## src/rtl/csr_machine_file.sv

```systemverilog
// Machine-mode CSR file: M-mode registers, 64-bit cycle/instret counters,
// write/set/clear access, hardware trap entry and mret, live mip.
module csr_machine_file #(
  parameter int unsigned          XLEN        = 32,
  parameter logic [XLEN-1:0]      HARTID      = '0,
  parameter logic [XLEN-1:0]      MTVEC_RESET = '0,
  parameter int unsigned          COUNTERS_EN = 1
) (
  input  logic            clk,
  input  logic            rst,
  input  logic [1:0]      op,
  input  logic [11:0]     addr,
  input  logic [XLEN-1:0] din,
  output logic [XLEN-1:0] dout,
  output logic            illegal,
  input  logic            irq_sw,
  input  logic            irq_timer,
  input  logic            irq_ext,
  input  logic            retire,
  input  logic            trap,
  input  logic [XLEN-1:0] trap_cause,
  input  logic [XLEN-1:0] trap_pc,
  input  logic            mret,
  output logic [XLEN-1:0] mstatus,
  output logic [XLEN-1:0] mtvec,
  output logic [XLEN-1:0] mepc,
  output logic            irq_pending
);

  localparam logic [11:0] A_MSTATUS   = 12'h300;
  localparam logic [11:0] A_MIE       = 12'h304;
  localparam logic [11:0] A_MTVEC     = 12'h305;
  localparam logic [11:0] A_MSCRATCH  = 12'h340;
  localparam logic [11:0] A_MEPC      = 12'h341;
  localparam logic [11:0] A_MCAUSE    = 12'h342;
  localparam logic [11:0] A_MIP       = 12'h344;
  localparam logic [11:0] A_MCYCLE    = 12'hB00;
  localparam logic [11:0] A_MINSTRET  = 12'hB02;
  localparam logic [11:0] A_MCYCLEH   = 12'hB80;
  localparam logic [11:0] A_MINSTRETH = 12'hB82;
  localparam logic [11:0] A_MHARTID   = 12'hF14;

  localparam logic [XLEN-1:0] ALIGN_MASK = {{(XLEN-2){1'b1}}, 2'b00};
  localparam logic [XLEN-1:0] MIE_MASK   = XLEN'(12'h888);
  localparam bit              HAS_CNT    = (COUNTERS_EN != 0);
  localparam bit              HAS_HI     = HAS_CNT && (XLEN == 32);

  logic            mstatus_mie_q, mstatus_mie_d;
  logic            mstatus_mpie_q, mstatus_mpie_d;
  logic [XLEN-1:0] mie_q, mie_d;
  logic [XLEN-1:0] mtvec_q, mtvec_d;
  logic [XLEN-1:0] mscratch_q, mscratch_d;
  logic [XLEN-1:0] mepc_q, mepc_d;
  logic [XLEN-1:0] mcause_q, mcause_d;
  logic [63:0]     mcycle_q, mcycle_d;
  logic [63:0]     minstret_q, minstret_d;

  logic [XLEN-1:0] mstatus_val, mip_val, rd_val, wr_val;
  logic            mapped, read_only, eff_wr, do_wr;

  // MPP is hardwired to machine mode; only MIE and MPIE are real state.
  always_comb begin
    mstatus_val        = '0;
    mstatus_val[12:11] = 2'b11;
    mstatus_val[7]     = mstatus_mpie_q;
    mstatus_val[3]     = mstatus_mie_q;
  end

  assign mip_val = XLEN'({irq_ext, 3'b000, irq_timer, 3'b000, irq_sw, 3'b000});

  // Address decode and combinational read mux.
  always_comb begin
    mapped = 1'b0;
    rd_val = '0;
    case (addr)
      A_MSTATUS:  begin mapped = 1'b1; rd_val = mstatus_val; end
      A_MIE:      begin mapped = 1'b1; rd_val = mie_q;       end
      A_MTVEC:    begin mapped = 1'b1; rd_val = mtvec_q;     end
      A_MSCRATCH: begin mapped = 1'b1; rd_val = mscratch_q;  end
      A_MEPC:     begin mapped = 1'b1; rd_val = mepc_q;      end
      A_MCAUSE:   begin mapped = 1'b1; rd_val = mcause_q;    end
      A_MIP:      begin mapped = 1'b1; rd_val = mip_val;     end
      A_MHARTID:  begin mapped = 1'b1; rd_val = HARTID;      end
      A_MCYCLE:   if (HAS_CNT) begin mapped = 1'b1; rd_val = mcycle_q[XLEN-1:0];   end
      A_MINSTRET: if (HAS_CNT) begin mapped = 1'b1; rd_val = minstret_q[XLEN-1:0]; end
      A_MCYCLEH:   if (HAS_HI) begin mapped = 1'b1; rd_val[31:0] = mcycle_q[63:32];   end
      A_MINSTRETH: if (HAS_HI) begin mapped = 1'b1; rd_val[31:0] = minstret_q[63:32]; end
      default: ;
    endcase
  end

  // Access legality and the value an effective write would store.
  always_comb begin
    case (op)
      2'b10:   wr_val = rd_val | din;
      2'b11:   wr_val = rd_val & ~din;
      default: wr_val = din;
    endcase
    // set/clear with a zero mask is a plain read with no side effects
    eff_wr    = (op == 2'b01) || (op[1] && (din != '0));
    read_only = (addr == A_MIP) || (addr == A_MHARTID);
    illegal   = (op != 2'b00) && (!mapped || (eff_wr && read_only));
    do_wr     = eff_wr && mapped && !read_only;
  end

  // Next-state: CSR writes first, then mret, then trap, so later
  // assignments give trap > mret > CSR access on the fields they touch.
  always_comb begin
    mstatus_mie_d  = mstatus_mie_q;
    mstatus_mpie_d = mstatus_mpie_q;
    mie_d          = mie_q;
    mtvec_d        = mtvec_q;
    mscratch_d     = mscratch_q;
    mepc_d         = mepc_q;
    mcause_d       = mcause_q;
    mcycle_d       = mcycle_q + 64'd1;
    minstret_d     = minstret_q + 64'(retire);

    if (do_wr) begin
      case (addr)
        A_MSTATUS: begin
          mstatus_mie_d  = wr_val[3];
          mstatus_mpie_d = wr_val[7];
        end
        A_MIE:       mie_d      = wr_val & MIE_MASK;
        A_MTVEC:     mtvec_d    = wr_val & ALIGN_MASK;
        A_MSCRATCH:  mscratch_d = wr_val;
        A_MEPC:      mepc_d     = wr_val & ALIGN_MASK;
        A_MCAUSE:    mcause_d   = wr_val;
        A_MCYCLE: begin
          mcycle_d             = mcycle_q;
          mcycle_d[XLEN-1:0]   = wr_val;
        end
        A_MINSTRET: begin
          minstret_d           = minstret_q;
          minstret_d[XLEN-1:0] = wr_val;
        end
        A_MCYCLEH: begin
          mcycle_d             = mcycle_q;
          mcycle_d[63:32]      = wr_val[31:0];
        end
        A_MINSTRETH: begin
          minstret_d           = minstret_q;
          minstret_d[63:32]    = wr_val[31:0];
        end
        default: ;
      endcase
    end

    if (mret && !trap) begin
      mstatus_mie_d  = mstatus_mpie_q;
      mstatus_mpie_d = 1'b1;
    end

    if (trap) begin
      mepc_d         = trap_pc & ALIGN_MASK;
      mcause_d       = trap_cause;
      mstatus_mpie_d = mstatus_mie_q;
      mstatus_mie_d  = 1'b0;
    end

    if (!HAS_CNT) begin
      mcycle_d   = '0;
      minstret_d = '0;
    end
  end

  // State registers with synchronous reset.
  always_ff @(posedge clk) begin
    if (rst) begin
      mstatus_mie_q  <= 1'b0;
      mstatus_mpie_q <= 1'b0;
      mie_q          <= '0;
      mtvec_q        <= MTVEC_RESET & ALIGN_MASK;
      mscratch_q     <= '0;
      mepc_q         <= '0;
      mcause_q       <= '0;
      mcycle_q       <= '0;
      minstret_q     <= '0;
    end else begin
      mstatus_mie_q  <= mstatus_mie_d;
      mstatus_mpie_q <= mstatus_mpie_d;
      mie_q          <= mie_d;
      mtvec_q        <= mtvec_d;
      mscratch_q     <= mscratch_d;
      mepc_q         <= mepc_d;
      mcause_q       <= mcause_d;
      mcycle_q       <= mcycle_d;
      minstret_q     <= minstret_d;
    end
  end

  assign dout        = rd_val;
  assign mstatus     = mstatus_val;
  assign mtvec       = mtvec_q;
  assign mepc        = mepc_q;
  assign irq_pending = mstatus_mie_q & |(mie_q & mip_val);

endmodule

```

## config.mk

```make
export PLATFORM = sky130hd
export DESIGN_NAME = csr_machine_file
export DESIGN_NICKNAME = d
export VERILOG_FILES = /design/src/rtl/csr_machine_file.sv
export SDC_FILE = /design/constraint.sdc
export NUM_CORES = 1
export LEC_CHECK = 0
export ABC_AREA = 1
export CAP_MARGIN = 20
export CELL_PAD_IN_SITES_DETAIL_PLACEMENT = 0
export CELL_PAD_IN_SITES_GLOBAL_PLACEMENT = 2
export CORE_MARGIN = 8
export CORE_UTILIZATION = 31
export DETAILED_ROUTE_END_ITERATION = 12
export GPL_TIMING_DRIVEN = 0
export HOLD_SLACK_MARGIN = 0.15
export PLACE_DENSITY_LB_ADDON = 0.1
export SLEW_MARGIN = 15
export SYNTH_ARGS = -nofsm -noshare
export SYNTH_HDL_FRONTEND = slang
export SYNTH_SLANG_ARGS = --single-unit
```

## constraint.sdc

```tcl
create_clock -name clk -period 4.4 [get_ports clk]
set_clock_uncertainty 0.05 [all_clocks]
set_input_delay 1.32 -clock clk [delete_from_list [all_inputs] [get_ports clk]]
set_output_delay 1.32 -clock clk [all_outputs]
set_load 0.01 [all_outputs]
```

==> reports/results.tsv <==
stage	metric	value	unit
placement	dp.final_hpwl	96100	microns
synthesis	synth_top_area_share	28.3	%
critical_path	crit_path_end_kind	output pin	
grt	grt_max_degree	13	
drt	wl_met3	12300	microns
critical_path	worstPathMaxFanout	6	
hold_path	whs_endpoint	mcause_q[9]	
grt	grt_pass1_wl	169000	microns
placement	pre_cts_ws	-1950	ps
final_layout	post-route-cell-area	0.0246	sq mm
synthesis	synth_ff_type	dfxtp_1	
synthesis	netlist_instances	3178	
clock_tree	cts_tree	yes	
die	fp-row-count	88	
drt	wl_met2	52100	microns
clock_tree	insertion_delay	590	ps
critical_path	cp-start-kind	input pin	
timing	fmax	226	MHz
hold_path	min_from	mcause_q[9]	
critical_path	cp.arrival	3050	ps
placement	port_buffers	210	
die	die_w	258	microns
final_layout	synthToLayoutAreaGrowth	35.2	%
drt	drt_wl_total	122000	microns
power_and_ir_drop	ir_worst_vdd	255	uV
drt	initialDrtViolationCount	3149	
timing	max_slew.worst_pin.slew	1190	ps
drt	firstDrtPassIters	6	
synthesis	synth_largest_area_cell	dfxtp_1	
synthesis	ys_types	40	
drt	highest-signal-layer	met5	
synthesis	synth_edf_count	0	
job	drv_cap	0	
critical_path	critical_path_class	input pin to output pin	
critical_path	r2r_slack	1170	ps
hold_path	hold_class	flip-flop to flip-flop	
grt	antenna_found_initial	6	
clock_tree	clock_path_buffers	3	
critical_path	ff2ff_path_depth	12	
die	die_y	258	microns
drt	ant_nets	0	
final_layout	utilization	42.5	%
synthesis	async_reset_ff_share	0	%
timing	max_slew_margin	20.4	%
clock_tree	ctsHoldBuffers	0	
final_layout	regArea	0.00514	sq mm
placement	routabilityCongestion	1.02	
clock_tree	path_clk_slew	60	ps
critical_path	cp_cell_sequence	buf_6, nand2_4, buf_4, nor2_4, buf_6, buf_6, nand3_4, clkbuf_16, o21ai_4, nor2_1, nand3_4, clkdlybuf4s15_2	
critical_path	regToRegStartpoint	mcycle_q[0]	
critical_path	max_stage_delay	250	ps
clock_tree	clockRootBuffer	clkbuf_16	
timing	finalCritPeriodShare	100	%
final_layout	multi_input_area	0.0121	sq mm
timing	slew_violations	0	
synthesis	synthTopCellsByCount	963 x nand2_1, 462 x nor2_1, 337 x nand3_1	
synthesis	yosysSeqAreaShare	28.3	%
grt	grt_overflow_total	0	
timing	rsz0062_at_grt	true	
clock_tree	h-tree-depth	2	
die	initial_core_util	31.4	%
critical_path	cpMostUsedCell	buf_6	
critical_path	r2r-end	mcycle_q[58]	
timing	holdWs	467	ps
clock_tree	cts_buffers	35	
critical_path	crit_buf_inv	6	
drt	vias_per_cell	5.53	
critical_path	cp_slowest_cell	clkdlybuf4s15_2	
drt	num_vias	23973	
timing	setup_tns	-31.1	ps
timing	period_needed	4420	ps
grt	grt_pass1_vias	22315	
timing	hold_viol	0	
synthesis	synth_most_common_cell	nand2_1	
timing	setup_viol	2	
final_layout	drive_gt1_share	14.4	%
synthesis	synth_seq_cells	257	
synthesis	yosys_warnings	0	
critical_path	required	3030	ps
drt	drt-met1-wl	50200	microns
clock_tree	clock_sinks	257	
die	design.die.area	0.0666	sq mm
status	violations	negative setup slack	
drt	drc	0	
power_and_ir_drop	p_per_area	257	mW/mm^2
power_and_ir_drop	leakage	10.8	nW
timing	setup_ws	-18.3	ps
die	core	0.0578	sq mm
synthesis	syn_avg_cell_area	5.71	sq um
critical_path	path_delay_family	buffers and inverters	
synthesis	synth.area.top_cells	dfxtp_1 28%, nand2_1 20%, nor2_1 9.6%, nand3_1 9.3%, a21oi_1 6.3%	
placement	placed_cell_area	0.0213	sq mm
hold_path	worstHoldPathCells	2	
synthesis	synth_area	0.0182	sq mm
grt	grt_usage	35.0	%
status	status	finished, violations left	
final_layout	fill_cells	6528	
final_layout	nets	3667	
drt	wl_per_cell	28.2	microns
die	ios	248	
[cell usage in the layout, fill, tap and decap left out, types with 6 or more instances in the layout]
| cell | count |
|---|---|
| nor2_1 | 428 |
| nand4_1 | 43 |
| clkinv_2 | 9 |
| bufinv_16 | 6 |
| clkbuf_4 | 6 |
| buf_4 | 111 |
| o21ai_1 | 17 |
| a31oi_1 | 12 |
| nor2_2 | 20 |
| clkbuf_1 | 64 |
| xor2_1 | 59 |
| clkdlybuf4s50_1 | 165 |
| inv_2 | 15 |
| buf_2 | 72 |
| nor3_1 | 70 |
| nand3_1 | 298 |
| clkbuf_8 | 10 |
| dfxtp_1 | 257 |
| a21oi_1 | 228 |
| nand3_4 | 20 |
| nand2_4 | 22 |
| inv_1 | 276 |
| o21ai_0 | 157 |
| nor2_4 | 33 |
| clkbuf_2 | 6 |
| clkbuf_16 | 37 |
| nand2_2 | 42 |
| o21ai_4 | 6 |
| nor4_1 | 8 |
| xnor2_1 | 11 |
| nand3_2 | 25 |
| buf_1 | 7 |
| conb_1 | 34 |
| nand2_1 | 901 |
| buf_12 | 13 |
| buf_6 | 31 |
[worst max-delay path by stage]
stage | end | from | slack (ps) | depth (start not counted)
2_1_floorplan | dout[22] | addr[9] | 310 | 9
3_3_place_gp | dout[22] | addr[2] | -1950 | 11
3_5_place_dp | dout[22] | addr[2] | -1950 | 11
4_1_cts | dout[22] | addr[1] | -100 | 13
5_1_grt | dout[22] | addr[10] | -50 | 14
6_report | dout[26] | addr[9] | -20 | 12
[routing by layer]
layer | track usage, % | vias up
met5 | 0 | -
met3 | 7.51 | 286
met2 | 53.1 | 1462
li1 | - | 10864
met4 | 19.6 | 2
met1 | 45.6 | 11359
[metrics by stage]
stage	cells	power (mW)
final	4339	6.31
after global routing	4338	6.43
after CTS	4324	6.29
after detailed placement	4185	3.08
after global placement	4185	3.08
after floorplan	3210	2.70
[logic make-up (layout without fill, tap and decap cells)]
kind of cell	Yosys count	count (layout)	share of synthesized area, %
xor+xnor	70	70	3.38
simple gates	1923	1923	44.1
buf+inv	480	843	11.3
other cells	2	35	0.0414
compound gates	443	443	12.6
fa+ha+maj	3	3	0.207
flops	257	257	28.3
[cell type report]
cell class / instances / share of cell area (%)
diodes: 1 / 0.0102
plain buffers: 186 / 4.80
clock buffers: 45 / 3.92
clock inverters: 19 / 1.17
inverters: 294 / 4.54
multi-input cells: 2473 / 49.2
flip-flops and latches: 257 / 21.0
well taps: 765 / 3.90
repair buffers: 299 / 11.5
[worst reg2reg max path: stages, from the launching register on]
cell	delay, ps
dfxtp_1	530
ha_1	250
nand3_1	160
nor2_1	230
nand2_1	120
nor2_1	500
nand4_1	430
nor2_1	470
nand3_1	130
nand2_1	90
nand2_1	50
nand2_1	70
a21oi_1	60
[report_power, final]
| part | leakage (nW) | total (mW) | internal (mW) | switching [mW] |
|---|---|---|---|---|
| registers | 2.08 | 2.40 | 2.36 | 0.0412 |
| clock network | 0.616 | 3.22 | 1.92 | 1.30 |
| logic | 8.12 | 0.693 | 0.235 | 0.458 |
| total | 10.8 | 6.31 | 4.52 | 1.80 |
[state kept, by name (all words and copies together), names as in the netlist]
name            flops
mcycle_q           64
minstret_q         64
mcause_q           32
mscratch_q         32
mepc               30
mtvec              30
mie_q               3
mstatus_mie_q       1
mstatus_mpie_q      1
[repair_timing]
action                                  4_1_cts  5_1_grt
pin swaps                                    49       26
endpoints found under the setup margin       98       33
gates resized for setup                     471       58
setup buffers                                74       12
cloned                                        2        2
(Power assumes the default switching activity.)
